[src/rtl/noc_pkg.sv]
// Shared NoC types: flit format, flit labels, per-VC state and VC count.
// Sized for a two-VC router with 16-bit payloads.
package noc_pkg;

    localparam int unsigned VC_NUM    = 2;
    localparam int unsigned VC_ID_W   = (VC_NUM > 1) ? $clog2(VC_NUM) : 1;
    localparam int unsigned PAYLOAD_W = 16;

    typedef enum logic [1:0] {HEAD, BODY, TAIL, HEADTAIL} flit_label_t;

    typedef enum logic [1:0] {IDLE, RECEIVING, DRAINING} vc_state_t;

    typedef struct packed {
        flit_label_t          flit_label;
        logic [VC_ID_W-1:0]   vc_id;
        logic [PAYLOAD_W-1:0] payload;
    } flit_t;

    function automatic logic is_head(input flit_label_t label);
        return (label == HEAD) || (label == HEADTAIL);
    endfunction

endpackage

[src/rtl/router2router.sv]
// Router-to-router link: flit forward path plus per-VC on/off and allocatable
// feedback from the downstream input buffer.
interface router2router;
    import noc_pkg::*;

    flit_t              data;
    logic               is_valid;
    logic [VC_NUM-1:0]  is_on_off;
    logic [VC_NUM-1:0]  is_allocatable;

    modport upstream (
        output data, is_valid,
        input  is_on_off, is_allocatable
    );

    modport downstream (
        input  data, is_valid,
        output is_on_off, is_allocatable
    );

endinterface

[src/rtl/circular_buffer.sv]
// Single-VC circular flit FIFO; a write to a full buffer is accepted only when
// a read frees a slot in the same cycle.
module circular_buffer
    import noc_pkg::*;
#(
    parameter  int unsigned BUFFER_SIZE = 8,
    localparam int unsigned PTR_W       = $clog2(BUFFER_SIZE),
    localparam int unsigned CNT_W       = $clog2(BUFFER_SIZE + 1)
) (
    input  logic             clk,
    input  logic             rst,
    input  logic             write_i,
    input  flit_t            data_i,
    input  logic             read_i,
    output flit_t            flit_o,
    output logic [CNT_W-1:0] count_o,
    output logic             empty_o
);

    flit_t            mem_q [BUFFER_SIZE];
    logic [PTR_W-1:0] wr_ptr_q, rd_ptr_q;
    logic [CNT_W-1:0] count_q;
    logic             full, do_read, do_write;

    assign empty_o  = (count_q == '0);
    assign full     = (count_q == CNT_W'(BUFFER_SIZE));
    assign do_read  = read_i && !empty_o;
    assign do_write = write_i && (!full || do_read);
    assign flit_o   = mem_q[rd_ptr_q];
    assign count_o  = count_q;

    always_ff @(posedge clk) begin
        if (rst) begin
            wr_ptr_q <= '0;
            rd_ptr_q <= '0;
            count_q  <= '0;
        end else begin
            if (do_write) wr_ptr_q <= wr_ptr_q + PTR_W'(1);
            if (do_read)  rd_ptr_q <= rd_ptr_q + PTR_W'(1);
            count_q <= count_q + CNT_W'(do_write) - CNT_W'(do_read);
        end
    end

    always_ff @(posedge clk) begin
        if (do_write) mem_q[wr_ptr_q] <= data_i;
    end

endmodule

[src/rtl/vc_input_buffer.sv]
// Per-input-port VC buffer: one FIFO per VC, packet-label FSMs, on/off flow control.
// Define VC_INPUT_BUFFER_CHECK_EN to build the sticky protocol/overflow error flag.
module vc_input_buffer
    import noc_pkg::*;
#(
    parameter  int unsigned BUFFER_SIZE   = 8,
    parameter  int unsigned OFF_THRESHOLD = 2,
    parameter  int unsigned ON_THRESHOLD  = 4,
    localparam int unsigned CNT_W         = $clog2(BUFFER_SIZE + 1)
) (
    input  logic                     clk,
    input  logic                     rst,
    router2router.downstream         router_if,
    input  logic      [VC_NUM-1:0]   read_i,
    output flit_t     [VC_NUM-1:0]   flit_o,
    output logic      [VC_NUM-1:0]   valid_o,
    output logic                     error_o
);

    logic [VC_NUM-1:0] wr, rd, acc, empty;
    logic [CNT_W-1:0]  count   [VC_NUM];
    logic [CNT_W-1:0]  count_d [VC_NUM];
    vc_state_t         state_q [VC_NUM];
    vc_state_t         state_d [VC_NUM];
    logic [VC_NUM-1:0] on_off_q, on_off_d, alloc_q;
    logic [CNT_W-1:0]  free;

    for (genvar gv = 0; gv < VC_NUM; gv++) begin : g_vc
        assign wr[gv] = router_if.is_valid && (router_if.data.vc_id == VC_ID_W'(gv));

        circular_buffer #(
            .BUFFER_SIZE (BUFFER_SIZE)
        ) u_fifo (
            .clk     (clk),
            .rst     (rst),
            .write_i (wr[gv]),
            .data_i  (router_if.data),
            .read_i  (read_i[gv]),
            .flit_o  (flit_o[gv]),
            .count_o (count[gv]),
            .empty_o (empty[gv])
        );
    end

    assign valid_o                  = ~empty;
    assign router_if.is_on_off      = on_off_q;
    assign router_if.is_allocatable = alloc_q;

    always_comb begin
        rd       = '0;
        acc      = '0;
        on_off_d = on_off_q;
        free     = '0;
        for (int v = 0; v < VC_NUM; v++) begin
            rd[v]      = read_i[v] && !empty[v];
            acc[v]     = wr[v] && ((count[v] != CNT_W'(BUFFER_SIZE)) || rd[v]);
            count_d[v] = count[v] + CNT_W'(acc[v]) - CNT_W'(rd[v]);
            free       = CNT_W'(BUFFER_SIZE) - count_d[v];
            if (free <= CNT_W'(OFF_THRESHOLD))     on_off_d[v] = 1'b0;
            else if (free >= CNT_W'(ON_THRESHOLD)) on_off_d[v] = 1'b1;

            state_d[v] = state_q[v];
            unique case (state_q[v])
                IDLE: begin
                    if (acc[v] && is_head(router_if.data.flit_label)) begin
                        state_d[v] = (router_if.data.flit_label == HEAD) ? RECEIVING : DRAINING;
                    end
                end
                RECEIVING: begin
                    if (acc[v] && router_if.data.flit_label == TAIL) state_d[v] = DRAINING;
                end
                DRAINING: begin
                    if (count_d[v] == '0) state_d[v] = IDLE;
                end
                default: state_d[v] = IDLE;
            endcase
        end
    end

    always_ff @(posedge clk) begin
        if (rst) begin
            for (int v = 0; v < VC_NUM; v++) state_q[v] <= IDLE;
            on_off_q <= '1;
            alloc_q  <= '1;
        end else begin
            for (int v = 0; v < VC_NUM; v++) begin
                state_q[v] <= state_d[v];
                alloc_q[v] <= (state_d[v] == IDLE);
            end
            on_off_q <= on_off_d;
        end
    end

`ifdef VC_INPUT_BUFFER_CHECK_EN
    logic error_q, error_d;

    // Label error: a head in a busy VC, or a non-head opening an idle VC.
    always_comb begin
        error_d = error_q;
        for (int v = 0; v < VC_NUM; v++) begin
            if ((wr[v] && !acc[v]) || (read_i[v] && empty[v]) ||
                (wr[v] && ((state_q[v] == IDLE) != is_head(router_if.data.flit_label)))) begin
                error_d = 1'b1;
            end
        end
    end

    always_ff @(posedge clk) begin
        if (rst) error_q <= 1'b0;
        else     error_q <= error_d;
    end

    assign error_o = error_q;
`else
    assign error_o = 1'b0;
`endif

endmodule
[src/flat_wrapper.sv]
// flat-port wrapper written by rule: the top's interface ports become plain ports
module vc_input_buffer_flat import noc_pkg::*;
#(
    parameter  int unsigned BUFFER_SIZE   = 8,
    parameter  int unsigned OFF_THRESHOLD = 2,
    parameter  int unsigned ON_THRESHOLD  = 4,
    localparam int unsigned CNT_W         = $clog2(BUFFER_SIZE + 1)
)
  (clk, rst, read_i, flit_o, valid_o, error_o, router_if_data, router_if_is_valid, router_if_is_on_off, router_if_is_allocatable);
  router2router router_if_i ();
  input  logic clk;
  input  logic rst;
  input  logic      [VC_NUM-1:0] read_i;
  output flit_t     [VC_NUM-1:0] flit_o;
  output logic      [VC_NUM-1:0] valid_o;
  output logic error_o;
  input wire logic [$bits(router_if_i.data)-1:0] router_if_data;
  input wire logic [$bits(router_if_i.is_valid)-1:0] router_if_is_valid;
  output wire logic [$bits(router_if_i.is_on_off)-1:0] router_if_is_on_off;
  output wire logic [$bits(router_if_i.is_allocatable)-1:0] router_if_is_allocatable;
  assign router_if_i.data = router_if_data;
  assign router_if_i.is_valid = router_if_is_valid;
  assign router_if_is_on_off = router_if_i.is_on_off;
  assign router_if_is_allocatable = router_if_i.is_allocatable;
  vc_input_buffer #(.BUFFER_SIZE(BUFFER_SIZE), .OFF_THRESHOLD(OFF_THRESHOLD), .ON_THRESHOLD(ON_THRESHOLD)) u_core (.clk(clk), .rst(rst), .router_if(router_if_i), .read_i(read_i), .flit_o(flit_o), .valid_o(valid_o), .error_o(error_o));
endmodule
[config.mk]
export PLATFORM = sky130hd
export DESIGN_NAME = vc_input_buffer_flat
export DESIGN_NICKNAME = d
export VERILOG_FILES = /design/src/rtl/noc_pkg.sv /design/src/rtl/router2router.sv /design/src/rtl/circular_buffer.sv /design/src/rtl/vc_input_buffer.sv /design/src/flat_wrapper.sv
export SDC_FILE = /design/constraint.sdc
export NUM_CORES = 1
export LEC_CHECK = 0
export ABC_AREA = 1
export CAP_MARGIN = 20
export CORE_UTILIZATION = 50
export CTS_BUF_LIST = sky130_fd_sc_hd__clkbuf_8
export CTS_CLUSTER_SIZE = 25
export DETAILED_ROUTE_END_ITERATION = 16
export DONT_BUFFER_PORTS = 1
export PLACE_DENSITY = 0.65
export SYNTH_ARGS = -nofsm -noshare
export SYNTH_HDL_FRONTEND = slang
export SYNTH_HIERARCHICAL = 1
export SYNTH_SLANG_ARGS = --single-unit
[constraint.sdc]
create_clock -name clk -period 4.07 [get_ports clk]
set_input_delay 0.814 -clock clk [delete_from_list [all_inputs] [get_ports clk]]
set_output_delay 0.814 -clock clk [all_outputs]
set_load 0.01 [all_outputs]
==> run summary <==
TritonCTS buffer count: 55
Hold depth: 1
First-pass DRT Iterations: 5
Endpoints failing setup: 0
Antenna cells: 0
Initial Utilization: 51.0%
Post-CTS Hold Fix Bufs: 0
Largest net degree at the start of global routing: 77
Final WL: 30,100 um
Gate Count Post-Synth: 1,274
Reg-to-reg critical path startpoint: u_core/g_vc[0].u_fifo/count_o[1]
DP Cell Count: 1,621
Lkg Pwr: 0.00573 uW
Clk slew on worst S/H paths: 0.06 ns
First-pass GRT wire length: 47,400 um
CTS max path bufs: 3
Status: finished clean
Vias: 9,067
Largest family of logic cells by synthesized area: simple AND/OR/NAND/NOR gates
Sequential area share after synthesis: 68.8%
Critical Path AT: 2.38 ns
Synthesis-stage register bit count: 338
# rows: 61
Hold WC Path Type: input port to register
Netlist Area Pre-Place: 0.0142 mm^2
Multiplexer share of the synthesized area: 0%
Gr ovfl total: 0
Peak supply drop: 0.448 mV
Clk_skew: 0.0156 ns
Measured slew at the worst slew-check pin: 0.825 ns
Worst Reg-to-Reg Cells: 18
Maxcap violations: 0
Synth cell count leaders: edfxtp_1, nor2_1, nand2_1
ANT nets after route: 0
Area share of the largest cell type after synthesis: 64.1%
Top-count cell post-synth: edfxtp_1
Final Wtd Congestion: 0.782
Crit start category: register
Worst Setup End Kind: primary output
Final layout net count: 1,358
Layout cells sized above 1: 9.78%
Fmax: 313 MHz
Period Utilization, post-route: 78.5%
Post-synthesis compound-gate area fraction: 9.06%
Worst-Skew Late Latency: 0.56 ns
Die area: 0.0292 mm^2
Initial antenna violation count: 0
Synth Area in XOR/XNOR: 0.123%
Cell Area, Placed: 0.0146 mm^2
Placement Setup Slack: 1.21 ns
Crit path time final: 3.20 ns
Final Non-Filler Cells: 1,717
Unique masters post-synth: 30
Root buffer cell: clkbuf_8
Fin Setup TNS: 0 ns
Ys Warns: 6
Reg2reg setup slack: 1.17 ns
Worst min-delay path startpoint: rst
Port buffer count: 0
Post-Syn Nets: 1,332
Top post-synthesis cells by area: edfxtp_1, nor2_1, dfxtp_1, nand2_1, o21ai_0
Gr usage total: 21.2%
Initial DRC count: 677
# resized after CTS: 0
Post-Route Utilization: 55.9%
RSZ-0062 raised after global routing: false
Post-CTS Setup Bufs: 0
Setup Crit Path Kind: register to primary output
Adder-cell area share of the yosys netlist: 3.20%
Pwr dens: 585 mW/mm^2
Post-detail-place hpwl: 17,200 um
Vias in the first global route: 8,800
Core area: 0.0279 mm^2
Largest area contributor in the netlist: edfxtp_1
Layout overhead on the synthesized area: 9.55%
Syn_area_per_cell: 11.2 um^2
Drt via density: 5.28
Io pins: 69
Final WS setup: 0.875 ns
Crit path max fanout: 50
Residual DRC: 0
Die Wd: 171 um
Max-slew violation count: 0
Async set-reset flop share out of synthesis: 0%
Worst EP required: 3.26 ns
Final hold viol count: 0
# H-tree levels: 2
CTS tree: built
Top_reg_cell synth: edfxtp_1
Sink Count: 338
Synth Area in Simple Gates: 14.2%
Relative slew slack: 45.0%
Capture point of the worst reg-to-reg path: u_core/router_if.is_allocatable[0]
Hold EP: u_core/g_vc[1].u_fifo/count_o[1]
Post-synth EDFFs: 304
Wire per inst: 17.5 um
Die height: 171 um
Cell area after layout: 0.0156 mm^2
-- cells by family after synthesis --
group                    after synthesis
XOR/XNOR                               2
AO/OA/AOI/OAI                        257
buffers and inverters                136
AND/OR/NAND/NOR                      506
adder cells (fa/ha/maj)               34
flip-flops                           338
other                                  1
-- how the worst max path moves through the flow --
stage | from | end | slack [ns]
2_1_floorplan | router_if_is_valid | u_core/g_vc[0].u_fifo/mem_q[6][0] | 0.93
3_3_place_gp | u_core/g_vc[0].u_fifo/count_o[1] | u_core/router_if.is_on_off[0] | 1.30
3_5_place_dp | u_core/g_vc[0].u_fifo/count_o[1] | u_core/router_if.is_on_off[0] | 1.21
4_1_cts | register | flit_o[3] | 0.84
5_1_grt | register | flit_o[17] | 0.69
6_report | register | flit_o[8] | 0.87
-- layer usage --
metal | wire (um) | track usage [%] | vias to the layer above
li1 | - | - | 4432
met1 | 13200 | 28.0 | 4380
met2 | 14700 | 35.5 | 204
met3 | 1630 | 4.09 | 51
met4 | 621 | 6.33 | 0
met5 | 0 | 0 | -
-- per-stage QoR --
| stage | hold WS [ns] | power (uW) |
|---|---|---|
| 2_1_floorplan | 0.451 | 6160 |
| 3_3_place_gp | 0.487 | 6580 |
| 3_5_place_dp | 0.491 | 6640 |
| 4_1_cts | 0.277 | 9230 |
| 5_1_grt | 0.275 | 9770 |
| 6_report | 0.310 | 9130 |
-- power breakdown --
part / internal, uW / switching (uW) / leakage [uW] / total, uW
Sequential: 3940 / 136 / 0.00303 / 4080
Combinational: 806 / 1660 / 0.00214 / 2460
Clock: 1340 / 1250 / 0.000565 / 2590
Total: 6080 / 3050 / 0.00573 / 9130
-- cell type report --
type / count / area (um^2)
repair buffers: 26 / 208
multi-input cells: 800 / 3850
fillers: 2399 / 12300
clock inverters: 36 / 140
clock buffers: 60 / 826
inverters: 79 / 297
well taps: 378 / 473
flip-flops and latches: 338 / 9810
-- worst max-delay path: stages (launching register included) --
cell and delay, ns:
dfxtp_2 0.66, buf_4 0.53, o21ai_0 0.22, o21ai_1 0.18, nand2_1 0.08, nand2_1 0.13
-- registers in the layout, indices dropped and copies added (netlist names), named ones only --
| signal | count |
|---|---|
| u_core/g_vc.u_fifo/rd_ptr_q | 6 |
| u_core/router_if.is_allocatable | 2 |
| u_core/g_vc.u_fifo/count_o | 8 |
| u_core/router_if.is_on_off | 2 |
| u_core/g_vc.u_fifo/wr_ptr_q | 6 |
| u_core/g_vc.u_fifo/mem_q | 304 |
| u_core/state_q | 4 |
-- layout by cell type, fill, tap and decap left out, types with 16 or more instances in the layout --
| cell | netlist | layout |
|---|---|---|
| clkinv_1 | 2 | 16 |
| nand2_1 | 180 | 180 |
| edfxtp_1 | 304 | 304 |
| nand3_1 | 21 | 21 |
| dfxtp_1 | 34 | 30 |
| o21ai_0 | 129 | 129 |
| o21ai_1 | 104 | 104 |
| ha_1 | 30 | 30 |
| a21oi_1 | 22 | 22 |
| nor2_1 | 271 | 263 |
| inv_1 | 70 | 88 |
| buf_4 | 1 | 25 |
| clkbuf_8 | 0 | 60 |
No activity file was read; power rests on OpenSTA's default activity.
